File: config.mk
export PLATFORM = sky130hd
export DESIGN_NAME = kmac_cmd_sched_flat
export DESIGN_NICKNAME = d
export VERILOG_FILES = /design/src/rtl/kmac_cmd_sched_if.sv /design/src/rtl/kmac_cmd_sched.sv /design/src/flat_wrapper.sv
export SDC_FILE = /design/constraint.sdc
export NUM_CORES = 1
export LEC_CHECK = 0
export ABC_AREA = 1
export BUFFER_PORTS_ARGS = -buffer_cell sky130_fd_sc_hd__buf_4
export CORE_ASPECT_RATIO = 0.6
export CORE_UTILIZATION = 57
export CTS_BUF_LIST = sky130_fd_sc_hd__clkbuf_2
export DETAILED_ROUTE_END_ITERATION = 10
export PLACE_DENSITY = 0.78
export SLEW_MARGIN = 10
export SYNTH_ARGS = -nofsm -noshare
export SYNTH_HDL_FRONTEND = slang
export SYNTH_SLANG_ARGS = --single-unit
File: constraint.sdc
create_clock -name clk_i -period 7.7 [get_ports clk_i]
set_input_delay 0.385 -clock clk_i [delete_from_list [all_inputs] [get_ports clk_i]]
set_output_delay 0.385 -clock clk_i [all_outputs]
set_load 0.01 [all_outputs]
File: src/rtl/kmac_cmd_sched_if.sv
// Shared command/type package and the request/command bundle between the KMAC
// command scheduler and its app requesters, SW register block and SHA3 engine.
package kmac_cmd_sched_pkg;

   typedef enum logic [3:0] {
      CmdNone      = 4'b0000,
      CmdStart     = 4'b1101,
      CmdProcess   = 4'b0100,
      CmdManualRun = 4'b1001,
      CmdDone      = 4'b1011
   } kmac_cmd_e;

   typedef logic [3:0] mubi4_t;

   localparam mubi4_t MuBi4True = 4'h6;

endpackage

interface kmac_cmd_sched_if #(
   parameter int NumApp   = 3,
   parameter int TimeoutW = 16
);
   logic [NumApp-1:0]                 app_req_i;
   logic [NumApp-1:0]                 app_last_i;
   logic [NumApp-1:0]                 app_gnt_o;
   logic [NumApp-1:0]                 app_done_o;
   kmac_cmd_sched_pkg::kmac_cmd_e     sw_cmd_i;
   logic                              sw_dropped_o;
   kmac_cmd_sched_pkg::kmac_cmd_e     cmd_o;
   logic                              app_active_o;
   kmac_cmd_sched_pkg::mubi4_t        absorbed_i;
   logic                              err_valid_i;
   logic [TimeoutW-1:0]               timeout_cycles_i;
   logic                              clear_i;
   logic                              timeout_o;
   logic                              err_o;

   modport slave (
      input  app_req_i, app_last_i, sw_cmd_i, absorbed_i, err_valid_i,
             timeout_cycles_i, clear_i,
      output app_gnt_o, app_done_o, sw_dropped_o, cmd_o, app_active_o,
             timeout_o, err_o
   );

   modport master (
      output app_req_i, app_last_i, sw_cmd_i, absorbed_i, err_valid_i,
             timeout_cycles_i, clear_i,
      input  app_gnt_o, app_done_o, sw_dropped_o, cmd_o, app_active_o,
             timeout_o, err_o
   );

endinterface

File: src/rtl/kmac_cmd_sched.sv
// Arbitrates the KMAC/SHA3 engine between hardware apps (round-robin) and SW,
// generating Start/Process/Done for app owners and forwarding SW commands.
module kmac_cmd_sched
   import kmac_cmd_sched_pkg::*;
#(
   parameter int NumApp   = 3,
   parameter int TimeoutW = 16
) (
   input  logic           clk_i,
   input  logic           rst_ni,
   kmac_cmd_sched_if.slave bus
);

   localparam int IdxW = (NumApp > 1) ? $clog2(NumApp) : 1;
   localparam logic [NumApp-1:0] OneHot0 = NumApp'(1'b1);

   // Sparse state codes, pairwise Hamming distance of at least 3.
   typedef enum logic [5:0] {
      StIdle  = 6'b000000,
      StStart = 6'b000111,
      StFeed  = 6'b011001,
      StWait  = 6'b101010,
      StDone  = 6'b110100,
      StSwOwn = 6'b011110,
      StError = 6'b101101
   } state_e;

   state_e              state_r;
   logic [IdxW-1:0]     owner_r;
   logic [IdxW-1:0]     rr_ptr_r;
   logic [TimeoutW-1:0] cnt_r;
   logic [NumApp-1:0]   gnt_r;
   logic [NumApp-1:0]   done_r;
   kmac_cmd_e           cmd_r;
   logic                active_r;
   logic                timeout_r;
   logic                err_r;
   logic                dropped_r;

   logic [IdxW-1:0]     win_s;
   logic [IdxW-1:0]     ptr_next_s;
   logic [TimeoutW-1:0] cnt_next_s;
   logic                timeout_hit_s;
   logic                absorbed_s;
   logic                sw_busy_s;
   logic                owner_last_s;
   logic                app_owned_s;

   function automatic logic [IdxW-1:0] rr_pick(input logic [NumApp-1:0] req,
                                               input logic [IdxW-1:0]   ptr);
      logic [IdxW-1:0] pick;
      logic [IdxW-1:0] cand;
      logic            found;
      pick  = ptr;
      found = 1'b0;
      for (int k = 0; k < NumApp; k++) begin
         cand = IdxW'((int'(ptr) + k) % NumApp);
         if (!found && req[cand]) begin
            pick  = cand;
            found = 1'b1;
         end
      end
      return pick;
   endfunction

   function automatic logic [IdxW-1:0] wrap_inc(input logic [IdxW-1:0] idx);
      logic [IdxW-1:0] nxt;
      if (idx >= IdxW'(NumApp - 1)) begin
         nxt = '0;
      end else begin
         nxt = idx + IdxW'(1);
      end
      return nxt;
   endfunction

   // Arbitration winner, saturating wait-counter step and input decodes.
   always_comb begin
      win_s        = rr_pick(bus.app_req_i, rr_ptr_r);
      ptr_next_s   = wrap_inc(owner_r);
      absorbed_s   = (bus.absorbed_i == MuBi4True);
      sw_busy_s    = (bus.sw_cmd_i != CmdNone);
      owner_last_s = bus.app_last_i[owner_r];
      if (cnt_r == {TimeoutW{1'b1}}) begin
         cnt_next_s = cnt_r;
      end else begin
         cnt_next_s = cnt_r + TimeoutW'(1);
      end
      timeout_hit_s = (bus.timeout_cycles_i != '0) && (cnt_next_s >= bus.timeout_cycles_i);
      case (state_r)
         StStart, StFeed, StWait, StDone: app_owned_s = 1'b1;
         default:                         app_owned_s = 1'b0;
      endcase
   end

   // Scheduler FSM; every output is registered from the next-state decision.
   always_ff @(posedge clk_i or negedge rst_ni) begin
      if (!rst_ni) begin
         state_r   <= StIdle;
         owner_r   <= '0;
         rr_ptr_r  <= '0;
         cnt_r     <= '0;
         gnt_r     <= '0;
         done_r    <= '0;
         cmd_r     <= CmdNone;
         active_r  <= 1'b0;
         timeout_r <= 1'b0;
         err_r     <= 1'b0;
         dropped_r <= 1'b0;
      end else begin
         done_r    <= '0;
         timeout_r <= 1'b0;
         dropped_r <= 1'b0;
         if (app_owned_s && bus.err_valid_i) begin
            // Abort without completion; the failed owner loses its RR turn.
            state_r   <= StError;
            err_r     <= 1'b1;
            gnt_r     <= '0;
            active_r  <= 1'b0;
            cmd_r     <= CmdNone;
            rr_ptr_r  <= ptr_next_s;
            dropped_r <= sw_busy_s;
         end else begin
            case (state_r)
               StIdle: begin
                  cnt_r <= '0;
                  if (|bus.app_req_i) begin
                     state_r   <= StStart;
                     owner_r   <= win_s;
                     gnt_r     <= OneHot0 << win_s;
                     active_r  <= 1'b1;
                     cmd_r     <= CmdStart;
                     dropped_r <= (bus.sw_cmd_i == CmdStart);
                  end else if (bus.sw_cmd_i == CmdStart) begin
                     state_r <= StSwOwn;
                     cmd_r   <= CmdStart;
                  end else begin
                     cmd_r <= CmdNone;
                  end
               end
               StStart: begin
                  state_r   <= StFeed;
                  cmd_r     <= CmdNone;
                  dropped_r <= sw_busy_s;
               end
               StFeed: begin
                  dropped_r <= sw_busy_s;
                  cnt_r     <= '0;
                  if (owner_last_s) begin
                     state_r <= StWait;
                     cmd_r   <= CmdProcess;
                  end else begin
                     cmd_r <= CmdNone;
                  end
               end
               StWait: begin
                  dropped_r <= sw_busy_s;
                  cnt_r     <= cnt_next_s;
                  if (absorbed_s) begin
                     state_r <= StDone;
                     cmd_r   <= CmdDone;
                     done_r  <= OneHot0 << owner_r;
                  end else if (timeout_hit_s) begin
                     state_r   <= StError;
                     cmd_r     <= CmdNone;
                     timeout_r <= 1'b1;
                     err_r     <= 1'b1;
                     gnt_r     <= '0;
                     active_r  <= 1'b0;
                     rr_ptr_r  <= ptr_next_s;
                  end else begin
                     cmd_r <= CmdNone;
                  end
               end
               StDone: begin
                  state_r   <= StIdle;
                  cmd_r     <= CmdNone;
                  gnt_r     <= '0;
                  active_r  <= 1'b0;
                  rr_ptr_r  <= ptr_next_s;
                  dropped_r <= sw_busy_s;
               end
               StSwOwn: begin
                  cmd_r <= bus.sw_cmd_i;
                  if (bus.sw_cmd_i == CmdDone) begin
                     state_r <= StIdle;
                  end else begin
                     state_r <= StSwOwn;
                  end
               end
               StError: begin
                  cmd_r     <= CmdNone;
                  dropped_r <= sw_busy_s;
                  if (bus.clear_i) begin
                     state_r <= StIdle;
                     err_r   <= 1'b0;
                     cnt_r   <= '0;
                  end else begin
                     err_r <= 1'b1;
                  end
               end
               default: begin
                  state_r  <= StError;
                  err_r    <= 1'b1;
                  gnt_r    <= '0;
                  active_r <= 1'b0;
                  cmd_r    <= CmdNone;
               end
            endcase
         end
      end
   end

   assign bus.app_gnt_o    = gnt_r;
   assign bus.app_done_o   = done_r;
   assign bus.cmd_o        = cmd_r;
   assign bus.app_active_o = active_r;
   assign bus.timeout_o    = timeout_r;
   assign bus.err_o        = err_r;
   assign bus.sw_dropped_o = dropped_r;

endmodule

File: src/flat_wrapper.sv
// flat-port wrapper written by rule: the top's interface ports become plain ports
module kmac_cmd_sched_flat import kmac_cmd_sched_pkg::*;
#(
   parameter int NumApp   = 3,
   parameter int TimeoutW = 16
)
  (clk_i, rst_ni, bus_app_req_i, bus_app_last_i, bus_sw_cmd_i, bus_absorbed_i, bus_err_valid_i, bus_timeout_cycles_i, bus_clear_i, bus_app_gnt_o, bus_app_done_o, bus_sw_dropped_o, bus_cmd_o, bus_app_active_o, bus_timeout_o, bus_err_o);
  kmac_cmd_sched_if #(.NumApp(NumApp), .TimeoutW(TimeoutW)) bus_i ();
  input  logic clk_i;
  input  logic rst_ni;
  input wire logic [$bits(bus_i.app_req_i)-1:0] bus_app_req_i;
  input wire logic [$bits(bus_i.app_last_i)-1:0] bus_app_last_i;
  input wire logic [$bits(bus_i.sw_cmd_i)-1:0] bus_sw_cmd_i;
  input wire logic [$bits(bus_i.absorbed_i)-1:0] bus_absorbed_i;
  input wire logic [$bits(bus_i.err_valid_i)-1:0] bus_err_valid_i;
  input wire logic [$bits(bus_i.timeout_cycles_i)-1:0] bus_timeout_cycles_i;
  input wire logic [$bits(bus_i.clear_i)-1:0] bus_clear_i;
  output wire logic [$bits(bus_i.app_gnt_o)-1:0] bus_app_gnt_o;
  output wire logic [$bits(bus_i.app_done_o)-1:0] bus_app_done_o;
  output wire logic [$bits(bus_i.sw_dropped_o)-1:0] bus_sw_dropped_o;
  output wire logic [$bits(bus_i.cmd_o)-1:0] bus_cmd_o;
  output wire logic [$bits(bus_i.app_active_o)-1:0] bus_app_active_o;
  output wire logic [$bits(bus_i.timeout_o)-1:0] bus_timeout_o;
  output wire logic [$bits(bus_i.err_o)-1:0] bus_err_o;
  assign bus_i.app_req_i = bus_app_req_i;
  assign bus_i.app_last_i = bus_app_last_i;
  assign bus_i.sw_cmd_i = bus_sw_cmd_i;
  assign bus_i.absorbed_i = bus_absorbed_i;
  assign bus_i.err_valid_i = bus_err_valid_i;
  assign bus_i.timeout_cycles_i = bus_timeout_cycles_i;
  assign bus_i.clear_i = bus_clear_i;
  assign bus_app_gnt_o = bus_i.app_gnt_o;
  assign bus_app_done_o = bus_i.app_done_o;
  assign bus_sw_dropped_o = bus_i.sw_dropped_o;
  assign bus_cmd_o = bus_i.cmd_o;
  assign bus_app_active_o = bus_i.app_active_o;
  assign bus_timeout_o = bus_i.timeout_o;
  assign bus_err_o = bus_i.err_o;
  kmac_cmd_sched #(.NumApp(NumApp), .TimeoutW(TimeoutW)) u_core (.clk_i(clk_i), .rst_ni(rst_ni), .bus(bus_i));
endmodule
After elaboration in Yosys (flattened, before gate mapping)
Index checks and enable logic that the tools add are counted.
{"block": "word_totals", "elab_cells": 132, "regBits": 40, "out_inout_bits": 14, "inputBits": 34}
{"block": "op_classes", "n_reduce_logical": 23, "shifts": 2, "bitwise": 1, "n_mux": 62, "n_eq_ne": 20, "div_mod_pow": 3, "n_lt_le_gt_ge": 6, "add_sub_neg": 4}
{"cell": "remainder unit 32 x 3 -> 32 bit, second input constant", "count": 2}
{"cell": "case mux 16 bit (3 select lines)", "count": 1}
{"cell": "2-to-1 mux 6 bit", "count": 7}
{"cell": "case mux 6 bit (7 select lines)", "count": 1}
{"cell": "remainder unit 3 x 3 -> 32 bit, second input constant", "count": 1}
{"cell": "2-to-1 mux 16 bit", "count": 2}
{"cell": "2-to-1 mux 3 bit", "count": 8}
{"cell": "2-to-1 mux 1 bit", "count": 21}
{"cell": "equality test 6 bit, second input constant", "count": 3}
{"cell": "adder 16 x 1 -> 16 bit, second input constant", "count": 1}
{"cell": "equality test 16 bit, second input constant", "count": 1}
{"cell": ">= comparator 16 bit", "count": 1}
{"cell": "2-to-1 mux 4 bit", "count": 4}
{"cell": "case mux 4 bit (4 select lines)", "count": 1}
{"cell": "nonzero test 16 bit", "count": 1}
{"cell": "2-to-1 mux 2 bit", "count": 7}
{"cell": "equality test 6 x 5 -> 1 bit, second input constant", "count": 2}
{"cell": "less-than comparator 2 x 3 -> 1 bit, second input constant", "count": 4}
{"cell": "AND reduction 3 bit", "count": 4}
{"cell": "OR reduction 5 bit", "count": 2}
{"cell": "inequality test 3 x 1 -> 1 bit, second input constant", "count": 3}
{"cell": "case mux 3 bit (3 select lines)", "count": 1}
{"cell": "binary-select mux 1 bit (select 2 bit)", "count": 4}
{"cell": "equality test 4 bit, second input constant", "count": 2}
{"cell": "other kinds (26)", "count": 37}

Logic depth before layout (Yosys ltp)
{"block": "logic_depth", "depth_word": 14, "ltp_mapped": 23, "depth_no_buf": 23}

Worst setup path after synthesis
Ideal clock, no wire load.
{"block": "synth_timing", "path_kind": "register to register", "start": "reg u_core.cnt_r[0]", "end": "reg u_core.state_r[3]", "required_time_ns": 7.583, "stages_incl_launch_ff": 23, "setup_slack_ns": 5.064, "arrival_ns": 2.519, "setup_time_ns": 0.117, "path_buffers": 0, "path_cell_list": "dfrtp_1 > ha_1 > inv_1 > nor2_2 > nand2_1 > nor2_4 > inv_2 > nand3b_1 > xor2_1 > inv_1 > ha_1 > nand2_1 > inv_1 > nand2_1 > nand2_1 > nand2_1 > nand2_1 > nand2_1 > nand2_1 > nand2_1 > nand3_2 > nand3_1 > nand2_1"}
{"block": "synth_via", "elab_chain_cells": 6, "elab_cells_between_ends": 7, "cone_classes": "add/sub: 1; order compare: 1; eq/ne: 2; mux: 1; reduce/logical: 2"}
{"element": "start: declaration", "line": "kmac_cmd_sched.sv:31", "text": "logic [TimeoutW-1:0] cnt_r;"}
{"element": "start signal: assignment", "line": "kmac_cmd_sched.sv:157", "text": "cnt_r <= cnt_next_s;"}
{"element": "adder 16 x 1 -> 16 bit / equality test 16 bit (equally long branches)", "line": "kmac_cmd_sched.sv:86, kmac_cmd_sched.sv:83"}
{"element": "2-to-1 mux 16 bit (*)", "line": "kmac_cmd_sched.sv:83", "text": "if (cnt_r == {TimeoutW{1'b1}}) begin"}
{"element": ">= comparator 16 bit (*)", "line": "kmac_cmd_sched.sv:88", "text": "timeout_hit_s = (bus.timeout_cycles_i != '0) && (cnt_next_s >= bus.timeout_cycles_i);"}
{"element": "logical AND 1 bit (*)", "line": "kmac_cmd_sched.sv:88"}
{"element": "inequality test 4 x 1 -> 1 bit (no source line) (*)"}
{"element": "AND reduction 4 bit (no source line) (*)"}
{"element": "end signal: assignment", "line": "kmac_cmd_sched.sv:98", "text": "state_r <= StIdle;"}
{"element": "end signal: assignment", "line": "kmac_cmd_sched.sv:115", "text": "state_r <= StError;"}
{"element": "end signal: assignment", "line": "kmac_cmd_sched.sv:127", "text": "state_r <= StStart;"}
{"element": "end: declaration", "line": "kmac_cmd_sched.sv:28", "text": "state_e state_r;"}
Mark *: on every way between the ends. The rest lies on a longest branch, timed or not.
A chain may end at the register's enable or synchronous reset.

Final worst setup path
{"block": "layout_timing", "start": "reg u_core.cnt_r[1]", "end": "reg u_core.active_r, in the netlist u_core.bus.app_active_o"}
{"block": "layout_via", "elab_chain_cells": 6, "elab_cells_between_ends": 7, "cone_classes": "add/sub: 1; order compare: 1; eq/ne: 2; mux: 1; reduce/logical: 2"}
{"element": "adder 16 x 1 -> 16 bit / equality test 16 bit (equally long branches)", "line": "kmac_cmd_sched.sv:86, kmac_cmd_sched.sv:83"}
{"element": "2-to-1 mux 16 bit (*)", "line": "kmac_cmd_sched.sv:83"}
{"element": ">= comparator 16 bit (*)", "line": "kmac_cmd_sched.sv:88"}
{"element": "logical AND 1 bit (*)", "line": "kmac_cmd_sched.sv:88"}
{"element": "inequality test 3 x 1 -> 1 bit (no source line) (*)"}
{"element": "AND reduction 4 bit (no source line) (*)"}
{"element": "end signal: assignment", "line": "kmac_cmd_sched.sv:105", "text": "active_r <= 1'b0;"}
{"element": "end signal: assignment", "line": "kmac_cmd_sched.sv:118", "text": "active_r <= 1'b0;"}
{"element": "end signal: assignment", "line": "kmac_cmd_sched.sv:130", "text": "active_r <= 1'b1;"}
{"element": "end: declaration", "line": "kmac_cmd_sched.sv:35", "text": "logic active_r;"}
Marked as above.

==> results_dict.tcl <==
set metrics [dict create \
    crit_type "reg -> reg" \
    fmax_mhz 307 \
    layout_common_cells "nand2_1 (128), inv_1 (70), buf_4 (47)" \
    postCtsSetupRepairBufs 0 \
    syn-num-nets 503 \
    worstPathCellList "ha_1, inv_1, nor2_2, nand2_1, nor2_4, inv_2, nand3b_1, xor2_1, inv_1, ha_1, nand2_1, inv_1, nand2_1, nand2_1, nand2_1, nand2_1, nand2_1, nand2_1, nand2_1, nand2_4, nand3_2, nand2_1, nand2_1" \
    num_rows 20 \
    final_hold_viol_count 0 \
    setup_tns_ns 0 \
    antennaDiodeCount 0 \
    drive_gt1_share_pct 18.7 \
    ys_seq_elements 40 \
    yosysSeqAreaShare_pct 31.5 \
    vdd_drop_max_mv 0.120 \
    r2r_setup_slack_ns 4.44 \
    cpMostUsedCell "nand2_1" \
    outcome "complete, no violations" \
    vias 3195 \
    worst_r2r_endpoint "u_core.bus.app_active_o" \
    clkLatencyLatePin_ns 0.39 \
    die_h_um 59.8 \
    holdPathEnd "u_core.bus.cmd_o[1]" \
    cp-start-kind "flip-flop" \
    path_max_fanout 8 \
    core-area_sq_um 5200 \
    dr.first_iter.drc_count 251 \
    reg2reg_depth 23 \
    skew_ns 0.0185 \
    port_buffers 47 \
    syn_area_per_cell_sq_um 7.06 \
    nNetsFinal 555 \
    grt_pass1_wl_mm 13.7 \
    cts_root_buffer "clkbuf_2" \
    drv_cap 0 \
    vias_per_cell 5.62 \
    synth_cell_type_count 34 \
    gp_congestion 0.921 \
    cts_resized 0 \
    postRouteWirelength_mm 8.27 \
    dieWidth_um 98.4 \
    post-route-period-util_pct 42.3 \
    reg2reg_from "u_core.cnt_r[1]" \
    critPathSlowestCell "dfrtp_1" \
    drv_slew 0 \
    layout_setup_ws_ns 4.44 \
    clock_sinks 40 \
    worstMarginPinSlew_ns 0.727 \
    grt_pass1_vias 2815 \
    min_period_ns 3.26 \
    required_ns 7.99 \
    leakage_nw 2.08 \
    grt_max_degree 41 \
    slew_headroom_pct 51.5 \
    wl_per_cell_um 14.5 \
    htreeDepth 2 \
    final_common_cell "nand2_1" \
    holdPathStages 3 \
    track_usage_pct 30.2 \
    pre_cts_ws_ns 4.56 \
    synthToLayoutAreaGrowth_pct 15.3 \
    grt_overflow 0 \
    die_area_sq_um 5890 \
    cpPeakStageDelay_ns 0.46 \
    powerDensity_nw_per_um2 179 \
    rsz0062_at_grt "no" \
    setup_violations 0 \
    syn-instance-count 450 \
    cts_buffer_depth 2 \
    synth_area_sq_um 3180 \
    drc 0 \
    numCtsBuffers 5 \
    antenna_found_initial 0 \
    ant_nets 0 \
    hold_start "bus_sw_cmd_i[1]" \
    cts_hold_buf 1 \
    num_io_pins 48 \
    path_clk_slew_ns 0.22 \
    crit_path_end_kind "flip-flop" \
    arrival_ns 3.54 \
    critPathTopFamily "simple AND/OR/NAND/NOR gates" \
    start_util_pct 61.0 \
    ys.warnings.count 0 \
    hp-class "in -> reg" \
    cts_tree "built" \
    drt_first_pass_iters 7 \
    timing.critical_path.buf_inv 4 \
    place_hpwl_mm 6.61 \
]
[per-layer routing]
layer	part of all wire, %	vias up	GRT usage [%]
met1	49	1466	48.0
met4	0.51	0	4.05
met5	0	-	0
met3	9.3	7	4.91
li1	-	1567	-
met2	41	155	43.8
[worst max-delay path by stage]
stage / from / endpoint / slack (ns) / cells past startpoint
4_1_cts: u_core.cnt_r[0] / u_core.bus.app_active_o / 4.51 / 21
3_3_place_gp: u_core.cnt_r[0] / u_core.bus.app_active_o / 4.72 / 23
6_report: u_core.cnt_r[1] / u_core.bus.app_active_o / 4.44 / 23
3_5_place_dp: u_core.cnt_r[0] / u_core.bus.app_active_o / 4.56 / 21
5_1_grt: u_core.cnt_r[0] / u_core.state_r[3] / 4.10 / 23
2_1_floorplan: u_core.cnt_r[0] / u_core.state_r[3] / 5.06 / 22
[registers in the layout, indices dropped and copies added, names as in the netlist]
name                     flops
u_core.cnt_r                16
u_core.bus.err_o             1
u_core.rr_ptr_r              2
u_core.bus.app_gnt_o         3
u_core.bus.timeout_o         1
u_core.bus.cmd_o             4
u_core.state_r               6
u_core.bus.app_done_o        3
u_core.bus.app_active_o      1
u_core.owner_r               2
u_core.bus.sw_dropped_o      1
[kinds of logic after synthesis]
kind of cell    share of synthesized area, %
fa+ha+maj                               7.48
xor+xnor                                2.99
flops                                   31.5
compound gates                          9.65
simple gates                            38.8
buf+inv                                 9.61
[worst min-delay path: cells and delay by family]
| family | cells | cell delay, ns |
|---|---|---|
| buffers and inverters | 1 | 0.12 |
| and+or+nand+nor | 1 | 0.06 |
| AOI/OAI and AO/OA | 1 | 0.06 |
[where the power goes]
part | switching, W | leakage (nW) | internal [W]
clock | 0.0000709 | 0.0390 | 0.0000542
sequential | 0.0000235 | 0.534 | 0.000234
combinational | 0.000180 | 1.51 | 0.0000938
[cell type report]
type                    count  area, sq um
flip-flops and latches     40         1000
inverters                  74          278
well taps                  66         82.6
clock buffers               5         25.0
repair buffers             48          363
multi-input cells         333         1870
fillers                   444         1540
clock inverters             3         42.5
[stage by stage]
step | power [W] | util, % | cell area, sq um | cells | hold WS (ns)
6_report | 0.000656 | 70.4 | 3660 | 569 | 0.246
3_5_place_dp | 0.000525 | 68.9 | 3580 | 560 | 0.389
2_1_floorplan | 0.000449 | - | 3180 | 450 | 0.0894
4_1_cts | 0.000654 | 70.4 | 3660 | 569 | 0.221
3_3_place_gp | 0.000518 | 68.9 | 3580 | 560 | 0.395
5_1_grt | 0.000695 | 70.4 | 3660 | 569 | 0.231
[synth_stat cells]
master      n  area share (%)
a21boi_2    1            0.35
a21oi_1    14             2.2
a21oi_4     1            0.51
and3_1      1            0.20
buf_2       1            0.16
buf_6       2            0.71
dfrtp_1    40              32
ha_1       19             7.5
inv_1      70             8.3
inv_2       4            0.47
nand2_1   128              15
nand2_4     4             1.4
nand3_1    36             5.7
nand3_2     5             1.6
nand3b_1    2            0.47
nand4_1    15             3.0
nand4_4     2             1.3
nor2_1     38             4.5
nor2_2      5            0.98
nor2_4      2            0.71
nor3_1      7             1.1
nor3_2      3            0.95
nor4_1      8             1.6
o21ai_0    12             1.9
o21ai_1     3            0.47
o21ai_2    10             2.8
o21bai_1    1            0.24
o22ai_1     3            0.59
o22ai_2     1            0.39
o31ai_1     1            0.24
or2_1       1            0.20
xnor2_1     1            0.28
xnor2_2     1            0.51
xor2_1      8             2.2
No activity file was read; power rests on OpenSTA's default activity.
